## src/rtl/ahb_mailbox_responder.sv

```systemverilog
// AHB-Lite word-register responder: command mailbox, doorbell, status and response mailbox for a local engine.
// Optional macro AHB_MAILBOX_PRIV_CHECK_EN: unprivileged writes (HPROT[1]==0) get a two-cycle ERROR response.

module ahb_mailbox_responder #(
    parameter int pAHB_ADDR_WIDTH    = 32,
    parameter int pAHB_DATA_WIDTH    = 32,
    parameter int pAHB_HRESP_WIDTH   = 2,
    parameter int pPAYLOAD_SIZE_BITS = 128,
    parameter int pREAD_WAIT_STATES  = 0
) (
    input  logic                          clk,
    input  logic                          rst,
    input  logic                          I_hsel,
    input  logic [pAHB_ADDR_WIDTH-1:0]    I_haddr,
    input  logic [1:0]                    I_htrans,
    input  logic                          I_hwrite,
    input  logic [2:0]                    I_hsize,
    input  logic [3:0]                    I_hprot,
    input  logic [pAHB_DATA_WIDTH-1:0]    I_hwdata,
    input  logic                          I_hready,
    output logic [pAHB_DATA_WIDTH-1:0]    O_hrdata,
    output logic                          O_hreadyout,
    output logic [pAHB_HRESP_WIDTH-1:0]   O_hresp,
    output logic [pPAYLOAD_SIZE_BITS-1:0] O_cmd_payload,
    output logic                          O_cmd_valid,
    input  logic                          I_cmd_ready,
    input  logic [pPAYLOAD_SIZE_BITS-1:0] I_rsp_payload,
    input  logic                          I_rsp_valid
);

    localparam logic [3:0]                  cWAIT       = 4'(pREAD_WAIT_STATES);
    localparam logic [pAHB_HRESP_WIDTH-1:0] cRESP_OKAY  = '0;
    localparam logic [pAHB_HRESP_WIDTH-1:0] cRESP_ERROR = pAHB_HRESP_WIDTH'(1);

    typedef enum logic [1:0] {
        IDLE,
        RWAIT,
        ERR1,
        ERR2
    } state_t;

    state_t r_state;
    state_t w_nextState;

    logic [3:0][pAHB_DATA_WIDTH-1:0] r_wdata;
    logic [3:0][pAHB_DATA_WIDTH-1:0] r_rdata;
    logic                            r_cmdPending;
    logic                            r_rspValid;
    logic                            r_errSticky;
    logic                            r_dpValid;
    logic                            r_dpWrite;
    logic [3:0]                      r_dpIndex;
    logic [3:0]                      r_waitCnt;

    logic                            w_capture;
    logic                            w_accept;
    logic                            w_take;
    logic [3:0]                      w_aIndex;
    logic                            w_aIsWdata;
    logic                            w_aIsCtrl;
    logic                            w_aIsStatus;
    logic                            w_aIsRdata;
    logic                            w_aMapped;
    logic                            w_privErr;
    logic                            w_pendNow;
    logic                            w_addrErr;
    logic                            w_dpWriteActive;
    logic                            w_goErr;
    logic                            w_commit;
    logic                            w_commitWdata;
    logic                            w_commitCtrl;
    logic                            w_commitStatus;
    logic                            w_goCommit;
    logic                            w_clrRsp;
    logic                            w_readDone;
    logic                            w_hreadyout;
    logic [pAHB_HRESP_WIDTH-1:0]     w_hresp;
    logic [pAHB_DATA_WIDTH-1:0]      w_status;
    logic [pAHB_DATA_WIDTH-1:0]      w_readWord;
    logic                            w_unused;

    assign w_capture   = I_hsel & I_htrans[1] & I_hready;
    assign w_aIndex    = I_haddr[5:2];
    assign w_aIsWdata  = (w_aIndex[3:2] == 2'b00);
    assign w_aIsCtrl   = (w_aIndex == 4'd4);
    assign w_aIsStatus = (w_aIndex == 4'd5);
    assign w_aIsRdata  = (w_aIndex[3:2] == 2'b10);
    assign w_aMapped   = w_aIsWdata | w_aIsCtrl | w_aIsStatus | w_aIsRdata;

`ifdef AHB_MAILBOX_PRIV_CHECK_EN
    assign w_privErr = I_hwrite & ~I_hprot[1];
`else
    assign w_privErr = 1'b0;
`endif

    assign w_unused = ^{I_haddr[pAHB_ADDR_WIDTH-1:6], I_htrans[0], I_hprot};

    // A GO committing this very cycle already makes the command pending for the next address phase.
    assign w_pendNow = r_cmdPending | w_goCommit;

    assign w_addrErr = (I_hsize != 3'b010)
                     | (I_haddr[1:0] != 2'b00)
                     | ~w_aMapped
                     | (I_hwrite & w_aIsRdata)
                     | (I_hwrite & w_aIsWdata & w_pendNow)
                     | w_privErr;

    assign w_dpWriteActive = r_dpValid & r_dpWrite & (r_state == IDLE);

    // GO lives in HWDATA, so a doorbell while pending can only be rejected in its data phase.
    assign w_goErr        = w_dpWriteActive & (r_dpIndex == 4'd4) & I_hwdata[0] & r_cmdPending;
    assign w_commit       = w_dpWriteActive & ~w_goErr;
    assign w_commitWdata  = w_commit & (r_dpIndex[3:2] == 2'b00);
    assign w_commitCtrl   = w_commit & (r_dpIndex == 4'd4);
    assign w_commitStatus = w_commit & (r_dpIndex == 4'd5);
    assign w_goCommit     = w_commitCtrl & I_hwdata[0];
    assign w_clrRsp       = w_commitCtrl & I_hwdata[1];

    assign w_take     = w_accept & w_capture;
    assign w_readDone = r_dpValid & ~r_dpWrite & w_hreadyout;

    always_ff @(posedge clk or posedge rst) begin
        if (rst) begin
            r_state <= IDLE;
        end else begin
            r_state <= w_nextState;
        end
    end

    always_comb begin
        w_nextState = r_state;
        w_hreadyout = 1'b1;
        w_hresp     = cRESP_OKAY;
        w_accept    = 1'b0;
        case (r_state)
            IDLE: begin
                if (w_goErr) begin
                    w_hreadyout = 1'b0;
                    w_hresp     = cRESP_ERROR;
                    w_nextState = ERR2;
                end else begin
                    w_accept = 1'b1;
                end
            end
            RWAIT: begin
                if (r_waitCnt != 4'd0) begin
                    w_hreadyout = 1'b0;
                end else begin
                    w_accept = 1'b1;
                end
            end
            ERR1: begin
                w_hreadyout = 1'b0;
                w_hresp     = cRESP_ERROR;
                w_nextState = ERR2;
            end
            ERR2: begin
                w_hresp  = cRESP_ERROR;
                w_accept = 1'b1;
            end
            default: begin
                w_nextState = IDLE;
            end
        endcase
        if (w_accept) begin
            if (w_capture & w_addrErr) begin
                w_nextState = ERR1;
            end else if (w_capture & ~I_hwrite & (cWAIT != 4'd0)) begin
                w_nextState = RWAIT;
            end else begin
                w_nextState = IDLE;
            end
        end
    end

    always_ff @(posedge clk or posedge rst) begin
        if (rst) begin
            r_dpValid <= 1'b0;
            r_dpWrite <= 1'b0;
            r_dpIndex <= 4'd0;
        end else if (w_take) begin
            r_dpValid <= ~w_addrErr;
            r_dpWrite <= I_hwrite;
            r_dpIndex <= w_aIndex;
        end else if (w_hreadyout | w_goErr) begin
            r_dpValid <= 1'b0;
        end
    end

    always_ff @(posedge clk or posedge rst) begin
        if (rst) begin
            r_waitCnt <= 4'd0;
        end else if ((r_state == RWAIT) && (r_waitCnt != 4'd0)) begin
            r_waitCnt <= r_waitCnt - 4'd1;
        end else if (w_take & ~w_addrErr & ~I_hwrite) begin
            r_waitCnt <= cWAIT;
        end
    end

    always_ff @(posedge clk or posedge rst) begin
        if (rst) begin
            r_wdata <= '0;
        end else if (w_commitWdata) begin
            r_wdata[r_dpIndex[1:0]] <= I_hwdata;
        end
    end

    always_ff @(posedge clk or posedge rst) begin
        if (rst) begin
            r_cmdPending <= 1'b0;
        end else if (w_goCommit) begin
            r_cmdPending <= 1'b1;
        end else if (r_cmdPending & I_cmd_ready) begin
            r_cmdPending <= 1'b0;
        end
    end

    // A response arriving alongside CLR_RSP is kept: losing engine output is worse than a stale clear.
    always_ff @(posedge clk or posedge rst) begin
        if (rst) begin
            r_rdata    <= '0;
            r_rspValid <= 1'b0;
        end else if (I_rsp_valid) begin
            r_rdata    <= I_rsp_payload;
            r_rspValid <= 1'b1;
        end else if (w_clrRsp) begin
            r_rdata    <= '0;
            r_rspValid <= 1'b0;
        end
    end

    always_ff @(posedge clk or posedge rst) begin
        if (rst) begin
            r_errSticky <= 1'b0;
        end else if ((w_take & w_addrErr) | w_goErr) begin
            r_errSticky <= 1'b1;
        end else if (w_commitStatus) begin
            r_errSticky <= 1'b0;
        end
    end

    always_comb begin
        w_status      = '0;
        w_status[2:0] = {r_errSticky, r_rspValid, r_cmdPending};
        w_readWord    = '0;
        case (r_dpIndex)
            4'd0, 4'd1, 4'd2, 4'd3:   w_readWord = r_wdata[r_dpIndex[1:0]];
            4'd5:                     w_readWord = w_status;
            4'd8, 4'd9, 4'd10, 4'd11: w_readWord = r_rdata[r_dpIndex[1:0]];
            default:                  w_readWord = '0;
        endcase
    end

    assign O_hrdata      = w_readDone ? w_readWord : '0;
    assign O_hreadyout   = w_hreadyout;
    assign O_hresp       = w_hresp;
    assign O_cmd_payload = r_wdata;
    assign O_cmd_valid   = r_cmdPending;

endmodule
```

## config.mk

```make
export PLATFORM = sky130hd
export DESIGN_NAME = ahb_mailbox_responder
export DESIGN_NICKNAME = d
export VERILOG_FILES = /design/src/rtl/ahb_mailbox_responder.sv
export SDC_FILE = /design/constraint.sdc
export NUM_CORES = 1
export LEC_CHECK = 0
export CORE_MARGIN = 3
export CORE_UTILIZATION = 30
export DETAILED_ROUTE_END_ITERATION = 10
export DONT_BUFFER_PORTS = 1
export GPL_ROUTABILITY_DRIVEN = 1
export SLEW_MARGIN = 20
export SYNTH_ARGS = -nofsm -noshare
export SYNTH_HDL_FRONTEND = slang
export SYNTH_SLANG_ARGS = --single-unit
```

## constraint.sdc

```tcl
create_clock -name clk -period 9.89 [get_ports clk]
set_input_delay 2.4725 -clock clk [delete_from_list [all_inputs] [get_ports clk]]
set_output_delay 2.4725 -clock clk [all_outputs]
set_load 0.1 [all_outputs]
```

Yosys cells after proc, flatten, opt, wreduce, memory -nomap -nowiden --
Index checks and enable logic that the tools add are counted.
Storage, ports and cells: register bits 271
Operators by class: add/subtract/negate cells 1, magnitude comparators 2, eq/ne operators 17, multiplexer cells 31, bitwise operators 39, reduce and logical (&&, ||, !) cells 18
Operators by type and width (count):
- $mux W128 | 2
- $bmux W32 S2 | 2
- $bwmux W128 | 1
- $mux W32 | 4
- $pmux W32 S3 | 1
- $demux W32 S2 | 1
- $and A1 B1 Y1 | 24
- $eq A4 B3 Y1 const B | 4
- $eq A4 B4 Y1 const B | 4
- $reduce_bool A2 Y1 | 6
- $mux W1 | 11
- $or A1 B1 Y1 | 10
- $eq A4 B2 Y1 const B | 2
- $mux W4 | 2
- $reduce_or A4 Y1 | 2
- $eq A2 B2 Y1 const B | 3
- $logic_not A2 Y1 | 3
- $mux W2 | 3
- $pmux W1 S3 | 2
- $not A1 Y1 | 5
- $eq A4 B1 Y1 const B | 1
- $logic_not A4 Y1 | 1
- $pmux W2 S2 | 1
- $reduce_bool A4 Y1 | 1
- 11 further kinds | 12

Longest topological paths before layout --
Gate-level depths: netlist of the first run.
depth after elaboration 17, depth in mapped cells 8

Worst setup path before layout of the first run --
Ideal clock, no wire load.
path kind register to output, start point reg r_dpIndex[0], end point out O_hrdata[0], arrival time 3.668 ns, required time 7.418 ns, path slack 3.749 ns, stages on the path, launching flop included 7, buffers on the path 3, cells stage by stage dfrtp_1 -> buf_2 -> buf_2 -> buf_2 -> and3b_1 -> a221oi_1 -> a211oi_1
On the way: longest elaborated chain between the ends 8
RTL lines:
- start: declaration | RTL line 52 | logic [3:0] r_dpIndex;
- start signal: assignment | RTL line 184 | r_dpIndex <= w_aIndex;
- $eq A4 B3 Y1 | RTL line 111 | assign w_goErr = w_dpWriteActive & (r_dpIndex == 4'd4) & I_hwdata[0] & r_cmdPending;
- $and A1 B1 Y1 (3 in series) | RTL line 111
- $mux W1 | RTL line 137 | if (w_goErr) begin
- $pmux W1 S3 | RTL line 135 | case (r_state)
- $and A1 B1 Y1 | RTL line 120 | assign w_readDone = r_dpValid & ~r_dpWrite & w_hreadyout;
- $mux W32 (*) | RTL line 254 | assign O_hrdata = w_readDone ? w_readWord : '0;
- end: declaration | RTL line 21 | output logic [pAHB_DATA_WIDTH-1:0] O_hrdata,
Mark *: on every way between the ends. The rest lies on a longest branch, timed or not. The select of a mux whose other input is x is not followed.

Final worst setup path of the first run --
start point reg r_dpIndex[0], end point out O_hrdata[1]
Same word-level chain as after synthesis.

==> out/results.tsv, run 1 <==
metric	value	unit
Worst EP required	7.42	ns
max_cap viols	0	
complex-gate fraction of the synthesized area	9.750	%
pwr dens	223.6	nW/um2
Worst-Margin Slew	1.136	ns
Worst Hold Slack	0.4810	ns
mux cell area share after synthesis	25.43	%
total die area	46350	um2
Detailed Routing Iterations Pass 1	6	
post-route ant nets	0	
syn_nets	1159	
initial drt markers	443	
Slowest Stage Delay on Critical Path	0.96	ns
leakage power	6.460	nW
Hold Violations, Final	0	
critical path data arrival time	3.79	ns
Multi-input gate area	6048	um2
sequential area share after synthesis	51.60	%
synth unique cells	50	
outcome	completed	
grt ovf	0	
Final Critical Period	6.263	ns
share of layout cells above drive strength 1	28.89	%
Synth top area share	51.60	%
Worst-path clk slew	0.06	ns
Synth Area in Adders	0.09521	%
# hold bufs at CTS	0	
port bufs	0	
CTS tree	yes	
CP max FO	38	
FF/Latch Area	6790	um2
area grow syn2layout	12.42	%
Slew HR	24.02	%
Skew-Pair Late Insertion Delay	0.58	ns
Root Buffer	clkbuf_16	
slowest CP cell	a211oi_4	
CTS Buf Count	31	
final setup vio count	0	
Yosys reg bits	271	
clk sinks	271	
Fmax	159.7	MHz
Int Power	0.002264	W
ys async rst share	100.0	%
nets@finish	1126	
element type at the critical path start	register	
Starting Density	30.44	%
clock network power share	35.3	%
Ys Warns	0	
CTS Buffer Depth	3	
Post-synth EDFFs	0	
DP HPWL	24920	um
worst path cell trace	buf_4 -> mux4_2 -> a221oi_1 -> a211oi_4	
Sw Ratio	31.47	%
Total Routed Length	38030	um
Post-Syn Area	13140	um2
vias in the first global route	8331	
Die Wd	215.3	um
via count	7891	
# fillers	4223	
hold depth	1	
HP Class	register to register	
critical path class	register to output pin	
Net Switching	0.001040	W
Worst setup EP type	output pin	
Reg power frac	43.2	%
Simple-Gate Fraction of Synth Area	9.597	%
Syn Area/Cell	13.83	um2
Final Slew Violations	0	
row count	76	
Worst Skew	0.02198	ns
largest area contributor in the netlist	dfrtp_1	
initial antenna violation count	4	
number of vias per cell	5.171	
Core Box Area	43170	um2
combinational fraction of design power	21.4	%
DRC Markers	0	
Avg WL per Cell	24.92	um
Final GP Congestion	0.7959	
first-pass GRT wire length	56740	um
H-tree levels	1	
die extent in y	215.3	um
worst reg2reg path depth	6	
largest family of logic cells by synthesized area	multiplexers	
Peak VDD IR	0.1396	mV
gr usage total	15.91	%
Mapped Cells	950	
post-CTS setup buffer count	0	
final worst-path cycle share	63.32	%
ys flop type	dfrtp_1	
setup_tns	0	ns
largest net degree at the start of global routing	258	
# resized after CTS	0	
IO Pins	372	
unrepaired setup endpoints after global routing	false	
Synth Area in XOR/XNOR	0.06665	%
Synth area leaders	dfrtp_1, mux4_2, a22o_1	
[metal layers]
metal | share of wire [%] | up-vias | routed length (um) | global-route usage [%]
met1 | 40 | 4125 | 15170 | 19.80
met5 | 0.071 | - | 27 | 0
met4 | 1.6 | 4 | 613 | 3.239
met2 | 49 | 263 | 18670 | 26.48
li1 | - | 3458 | - | -
met3 | 9.3 | 41 | 3549 | 6.151
[placed cells by master, fill, tap and decap left out, types with 3 or more instances in the layout]
cell,Yosys,layout
dfrtp_1,271,268
nor2b_1,130,130
a22o_1,128,128
mux2_2,73,73
mux4_2,64,64
clkbuf_16,0,31
mux2_4,30,30
mux2_1,30,30
mux2i_1,29,29
nor2_2,0,29
buf_4,4,16
nand2_1,14,14
clkbuf_1,44,9
inv_1,8,7
o21ai_0,7,7
nor2_1,33,4
clkinv_2,0,4
bufinv_16,0,4
clkbuf_8,0,4
diode_2,0,3
nand2b_1,3,3
a221oi_1,3,3
a211oi_4,0,3
[path summary, 6_finish.rpt]
kind	to	slack (ns)	from
worst max-delay path	O_hrdata[1]	3.63	r_dpIndex[0]
worst min register to register	r_rspValid	0.48	r_rspValid
max in group asynchronous	O_cmd_payload[78]	6.34	rst
min in group asynchronous	O_cmd_payload[27]	2.03	rst
worst min-delay path	r_rspValid	0.48	r_rspValid
worst max register to register	r_rdata[10]	6.03	r_dpIndex[0]
[cells by family (layout without fill, tap and decap cells)]
kind of cell | after synthesis | in the layout
compound gates | 151 | 151
simple gates | 208 | 208
flops | 271 | 271
xor+xnor | 1 | 1
other cells | 1 | 4
fa+ha+maj | 1 | 1
buf+inv | 91 | 79
mux | 226 | 226
[cells in the mapped netlist, types with 2 or more instances]
| cell type | instances |
|---|---|
| mux2i_1 | 29 |
| buf_4 | 4 |
| nor3b_1 | 2 |
| nand2_1 | 14 |
| a21o_1 | 2 |
| nor4b_1 | 2 |
| nand3_1 | 3 |
| inv_1 | 8 |
| and3_1 | 2 |
| o2111ai_1 | 2 |
| mux2_1 | 30 |
| nor2_1 | 33 |
| nand2b_1 | 3 |
| a221oi_1 | 3 |
| nor3_1 | 2 |
| buf_1 | 5 |
| nor2b_1 | 130 |
| a211oi_1 | 3 |
| nor4b_4 | 2 |
| dfrtp_1 | 271 |
| nand4_1 | 2 |
| mux2_2 | 73 |
| o21ai_0 | 7 |
| mux4_2 | 64 |
| o21a_1 | 2 |
| buf_6 | 9 |
| a22o_1 | 128 |
| buf_2 | 21 |
| mux2_4 | 30 |
| clkbuf_1 | 44 |
[registers in the layout, summed over array words and instances (netlist names)]
signal	count
O_cmd_payload	128
r_rdata	128
r_dpIndex	4
r_waitCnt	4
r_state	2
O_cmd_valid	1
r_dpValid	1
r_dpWrite	1
r_errSticky	1
r_rspValid	1
[through the flow]
step	setup slack, ns	power (W)	instance area [um2]	std cells	util [%]
final	3.627	0.003303	14770	1526	34.22
after global routing	3.304	0.003465	14770	1525	34.21
after CTS	3.448	0.003364	14770	1523	34.20
after detailed placement	3.935	0.002174	13740	1469	31.84
after global placement	3.934	0.002164	13740	1469	31.84
after floorplan	3.749	0.001971	13150	950	-
[worst max-delay path, delay by kind of cell, from the launching register on]
family	cells	cell delay [ns]
compound gates	2	1.07
buf+inv	1	0.75
mux	1	0.39
flops	1	0.93
[layout make-up]
cell class | count | share of cell area (%)
Antenna cell | 3 | 0.05082
Sequential cell | 271 | 45.96
Timing Repair Buffer | 17 | 0.9486
Multi-Input combinational cell | 588 | 40.94
Clock buffer | 44 | 5.852
Inverter | 8 | 0.2287
Tap cell | 585 | 4.955
Clock inverter | 10 | 1.059
[power by group through the flow]
stage,clock network (W),logic [W],registers [W]
after CTS,0.00121,0.000721,0.00144
after global routing,0.00125,0.000765,0.00145
final,0.00117,0.000708,0.00143
after global placement,0,0.000711,0.00145
after detailed placement,0,0.000720,0.00145
after floorplan,0,0.000664,0.00131
(Power assumes the default switching activity.)
==> run 2, diff against run 1 <==
==> constraint.sdc (replaced) <==
create_clock -name clk -period 6.5 [get_ports clk]
set_input_delay 1.625 -clock clk [delete_from_list [all_inputs] [get_ports clk]]
set_output_delay 1.625 -clock clk [all_outputs]
set_load 0.1 [all_outputs]
==> run 2 against run 1 <==
  * Global-route usage up 0.21 points
  * Critical path depth unchanged
  * Core utilization up 0.17 points
  * Clock power up 58%
==> out/results.tsv, run 2 (synthesized netlist as in run 1, its figures left out) <==
metric	value	unit	change
outcome	completed		
Sw Ratio	31.33	%	-0.15 points
total die area	46350	um2	unchanged
Slowest Stage Delay on Critical Path	0.97	ns	about the same
nets@finish	1125		-0.089%
CTS tree	yes		
clock network power share	36.2	%	+0.9 points
Final Slew Violations	0		unchanged
final std cells w/o fill	1524		-0.13%
Avg WL per Cell	25.09	um	+0.65%
Worst-path clk slew	0.06	ns	about the same
Worst setup EP type	output pin		
hold worst-path end	r_rspValid		
number of vias per cell	5.222		+0.99%
Final Cell Area	14850	um2	+0.50%
slowest CP cell	dfrtp_4		
pwr dens	344.0	nW/um2	+54%
CP delay by family, top	compound AO/OA/AOI/OAI gates		
# hold bufs at CTS	0		unchanged
commonest non-fill, non-tap cell in the layout	dfrtp_1		
antenna cell count	0		-3
HP Class	register to register		
DP HPWL	25410	um	+2.0%
CTS Buf Count	31		unchanged
fin worst setup slack	1.325	ns	-2.302 ns
grt ovf	0		unchanged
critical path class	register to output pin		
Core Box Area	43170	um2	unchanged
Die Wd	215.3	um	unchanged
reg-to-reg setup timing slack	2.75	ns	-3.28 ns
Int Power	0.003507	W	+55%
die extent in y	215.3	um	unchanged
Worst Skew	0.01840	ns	-0.003581 ns
worst hold start	r_rspValid		
leakage power	6.501	nW	+0.63%
port bufs	0		unchanged
max_cap viols	0		unchanged
gr usage total	16.11	%	+0.21 points
Net Switching	0.001600	W	+54%
final worst-path cycle share	79.61	%	
Post-Place Cells	1468		-0.068%
Hold Violations, Final	0		unchanged
Multi-input gate area	6048	um2	unchanged
Skew-Pair Late Insertion Delay	0.58	ns	about the same
FF/Latch Area	6790	um2	unchanged
worst slack, placed	1.919	ns	-2.017 ns
post-CTS setup buffer count	0		unchanged
critical path data arrival time	3.55	ns	-0.24 ns
vias in the first global route	8605		+3.3%
Total Routed Length	38230	um	+0.52%
area grow syn2layout	12.98	%	
initial drt markers	464		+4.7%
row count	76		unchanged
Final GP Congestion	0.7774		-2.3%
hold depth	1		unchanged
largest net degree at the start of global routing	258		unchanged
CTS Buffer Depth	3		unchanged
final setup vio count	0		unchanged
Starting Density	30.44	%	unchanged
element type at the critical path start	register		
Final Critical Period	5.175	ns	
Peak VDD IR	0.2192	mV	+57%
Reg power frac	42.8	%	-0.4 points
worst path cell trace	buf_4 -> mux4_2 -> a221oi_1 -> a211oi_4		
via count	7959		+0.86%
Worst-Margin Slew	1.118	ns	-0.01830 ns
Root Buffer	clkbuf_16		
# resized after CTS	0		unchanged
Placement Cell Area	13760	um2	+0.13%
Fmax	193.3	MHz	
Buf/Inv on CP	1		unchanged
share of layout cells above drive strength 1	29.61	%	+0.71 points
IO Pins	372		unchanged
R2R Path End	r_rdata[95]		
DRC Markers	0		unchanged
initial antenna violation count	1		-3
FF-to-FF Start	r_dpIndex[0]		
Slew HR	25.40	%	+1.4 points
# fillers	4233		+0.24%
Detailed Routing Iterations Pass 1	5		-1
combinational fraction of design power	21.1	%	-0.3 points
setup_tns	0	ns	unchanged
Worst EP required	4.88	ns	-2.54 ns
unrepaired setup endpoints after global routing	false		
clk sinks	271		unchanged
H-tree levels	1		unchanged
post-route ant nets	0		unchanged
most frequent cells in the layout	dfrtp_1, nor2b_1, a22o_1, mux2_2, mux4_2		
worst reg2reg path depth	6		unchanged
CP max FO	47		+24%
first-pass GRT wire length	57820	um	+1.9%
total power draw	0.005107	W	+55%
run 2: per-layer routing:
metal / global-route usage, % / routed length, um
met1: 20.53 / 15470
met4: 3.635 / 850
met5: 0 / 0
met2: 27.03 / 18750
met3: 4.992 / 3158
run 2: worst max-delay path by stage:
stage,start,endpoint,slack (ns),cells after the start
2_1_floorplan,r_dpIndex[0],O_hrdata[0],1.21,6
3_3_place_gp,r_dpIndex[1],O_hrdata[2],1.92,4
3_5_place_dp,r_dpIndex[1],O_hrdata[2],1.92,4
4_1_cts,r_dpIndex[1],O_hrdata[2],1.29,4
5_1_grt,r_dpIndex[1],O_hrdata[2],1.19,4
6_report,r_dpIndex[1],O_hrdata[1],1.33,4
run 2: area by class of cell:
class                           instances  share of cell area (%)
Clock buffer                           43                   6.135
Clock inverter                         13                   1.171
Inverter                                8                  0.2275
Multi-Input combinational cell        588                   40.74
Sequential cell                       271                   45.74
Tap cell                              585                   4.930
Timing Repair Buffer                   16                   1.062
run 2: power groups by stage:
stage / clock (W) / sequential [W] / combinational (W)
finish: 0.00185 / 0.00218 / 0.00108
global route: 0.00198 / 0.00222 / 0.00116
CTS: 0.00191 / 0.00219 / 0.00110
detailed placement: 0 / 0.00222 / 0.00109
global placement: 0 / 0.00222 / 0.00108
floorplan: 0 / 0.00199 / 0.00101
run 2: per-stage QoR:
step | hold slack (ns) | util (%)
4_1_cts | 0.4960 | 34.39
2_1_floorplan | 0.4498 | -
3_5_place_dp | 0.4811 | 31.88
6_report | 0.4913 | 34.39
3_3_place_gp | 0.4677 | 31.88
5_1_grt | 0.5191 | 34.39
==> run 3, diff against run 2 <==
==> constraint.sdc (replaced) <==
create_clock -name clk -period 5 [get_ports clk]
set_input_delay 1.25 -clock clk [delete_from_list [all_inputs] [get_ports clk]]
set_output_delay 1.25 -clock clk [all_outputs]
set_load 0.1 [all_outputs]
==> run 3 against run 2 <==
  * Combinational power is 30% higher
  * Cell count increased by 3.0%
  * Worst setup slack worse by 0.64 ns
  * Clock power rose by 26%
  * Non-clock buffer count up 45
  * Total power rose by 29%
  * Register-to-register slack lost 1.1 ns
==> out/results.tsv, run 3 (synthesized netlist as in run 1, its figures left out) <==
metric	value	unit	change
fin worst setup slack	0.6825	ns	-0.6429 ns
# hold bufs at CTS	0		unchanged
final worst-path cycle share	86.35	%	
Worst setup EP type	output pin		
Slowest Stage Delay on Critical Path	0.90	ns	-0.07 ns
pwr dens	434.1	nW/um2	+26%
nets@finish	1170		+4.0%
number of vias per cell	5.147		-1.4%
final setup vio count	0		unchanged
outcome	completed		
initial antenna violation count	2		+1
critical path data arrival time	3.07	ns	-0.48 ns
post-CTS setup buffer count	0		unchanged
share of layout cells above drive strength 1	32.62	%	+3.0 points
Slew HR	35.18	%	+9.8 points
Worst Skew	0.03180	ns	+0.01340 ns
worst slack, placed	1.190	ns	-0.7289 ns
first-pass GRT wire length	58090	um	+0.48%
Root Buffer	clkbuf_16		
Avg WL per Cell	24.42	um	-2.7%
post-route ant nets	0		unchanged
CTS Buffer Depth	3		unchanged
leakage power	6.716	nW	+3.3%
Worst EP required	3.75	ns	-1.13 ns
Peak VDD IR	0.2927	mV	+34%
initial drt markers	421		-9.3%
Final Critical Period	4.318	ns	
row count	76		unchanged
HP Class	register to register		
Die Wd	215.3	um	unchanged
unrepaired setup endpoints after global routing	false		
grt ovf	0		unchanged
CTS Buf Count	31		unchanged
largest net degree at the start of global routing	258		unchanged
commonest non-fill, non-tap cell in the layout	dfrtp_1		
# resized after CTS	0		unchanged
max_cap viols	0		unchanged
worst path cell trace	buf_12 -> mux4_2 -> mux2i_1 -> nor2_2 -> buf_4		
antenna cell count	0		unchanged
DP HPWL	25450	um	+0.13%
slowest CP cell	dfrtp_4		
most frequent cells in the layout	dfrtp_1, nor2b_1, a22o_1, mux2_2, mux4_2		
Hold Violations, Final	0		unchanged
Detailed Routing Iterations Pass 1	4		-1
Core Util, Final	35.09	%	+0.70 points
CP max FO	39		-17%
Worst-path clk slew	0.06	ns	about the same
CTS tree	yes		
clk sinks	271		unchanged
Core Box Area	43170	um2	unchanged
vias in the first global route	8807		+2.3%
gr usage total	16.18	%	+0.067 points
setup_tns	0	ns	unchanged
die extent in y	215.3	um	unchanged
via count	8076		+1.5%
port bufs	0		unchanged
Worst-Margin Slew	0.9722	ns	-0.1455 ns
Final Slew Violations	0		unchanged
IO Pins	372		unchanged
element type at the critical path start	register		
Final GP Congestion	0.7636		-1.8%
total die area	46350	um2	unchanged
critical path class	register to output pin		
total power draw	0.006576	W	+29%
Starting Density	30.44	%	unchanged
Skew-Pair Late Insertion Delay	0.59	ns	about the same
Total Routed Length	38310	um	+0.21%
Post-Place Cells	1513		+3.1%
H-tree levels	1		unchanged
Fmax	231.6	MHz	
DRC Markers	0		unchanged
area grow syn2layout	15.29	%	
final std cells w/o fill	1569		+3.0%
[run 3: path summary, 6_finish.rpt]
| kind | start | to | slack (ns) | cells after the start |
|---|---|---|---|---|
| max in group asynchronous | rst | r_rdata[73] | 3.30 | 2 |
| max reg2reg | r_dpIndex[3] | r_rdata[32] | 1.62 | 7 |
| max | r_dpIndex[0] | O_hrdata[27] | 0.68 | 5 |
| min in group asynchronous | rst | O_cmd_payload[93] | 0.62 | 1 |
| min | r_rspValid | r_rspValid | 0.48 | 1 |
| min reg2reg | r_rspValid | r_rspValid | 0.48 | 1 |
[run 3: routing by layer]
metal	track usage, %	vias to the layer above	share of wire (%)
li1	-	3539	-
met1	20.15	4183	41
met2	26.68	292	48
met3	5.911	58	8.8
met4	4.318	4	2.5
met5	0	-	0.068
[run 3: area by class of cell]
cell class | count | area (um2)
repair buffers | 61 | 495.5
clock buffers | 46 | 932.1
inverters | 8 | 33.78
fillers | 4235 | 28020
clock inverters | 10 | 118.9
flip-flops and latches | 271 | 6790
well taps | 585 | 732.0
multi-input cells | 588 | 6048
[run 3: where the power goes]
part | internal [W] | total, W | switching, W | leakage, nW
combinational | 0.000753 | 0.00140 | 0.000647 | 2.76
clock | 0.00139 | 0.00234 | 0.000958 | 0.509
sequential | 0.00235 | 0.00283 | 0.000487 | 3.45
total | 0.00448 | 0.00658 | 0.00209 | 6.72
[run 3: stage by stage]
step                      instance area (um2)  hold slack [ns]
after global placement                  14100           0.4617
after detailed placement                14100           0.4686
after CTS                               15150           0.4832
after floorplan                         13150           0.4498
final                                   15150           0.4822
after global routing                    15150           0.5072
[run 3: worst max-delay path: cells and delay by family, from the launching register on]
family / cells / cell delay (ns)
buffers and inverters: 2 / 0.62
and+or+nand+nor: 1 / 0.05
DFF: 1 / 0.90
muxes: 2 / 0.83
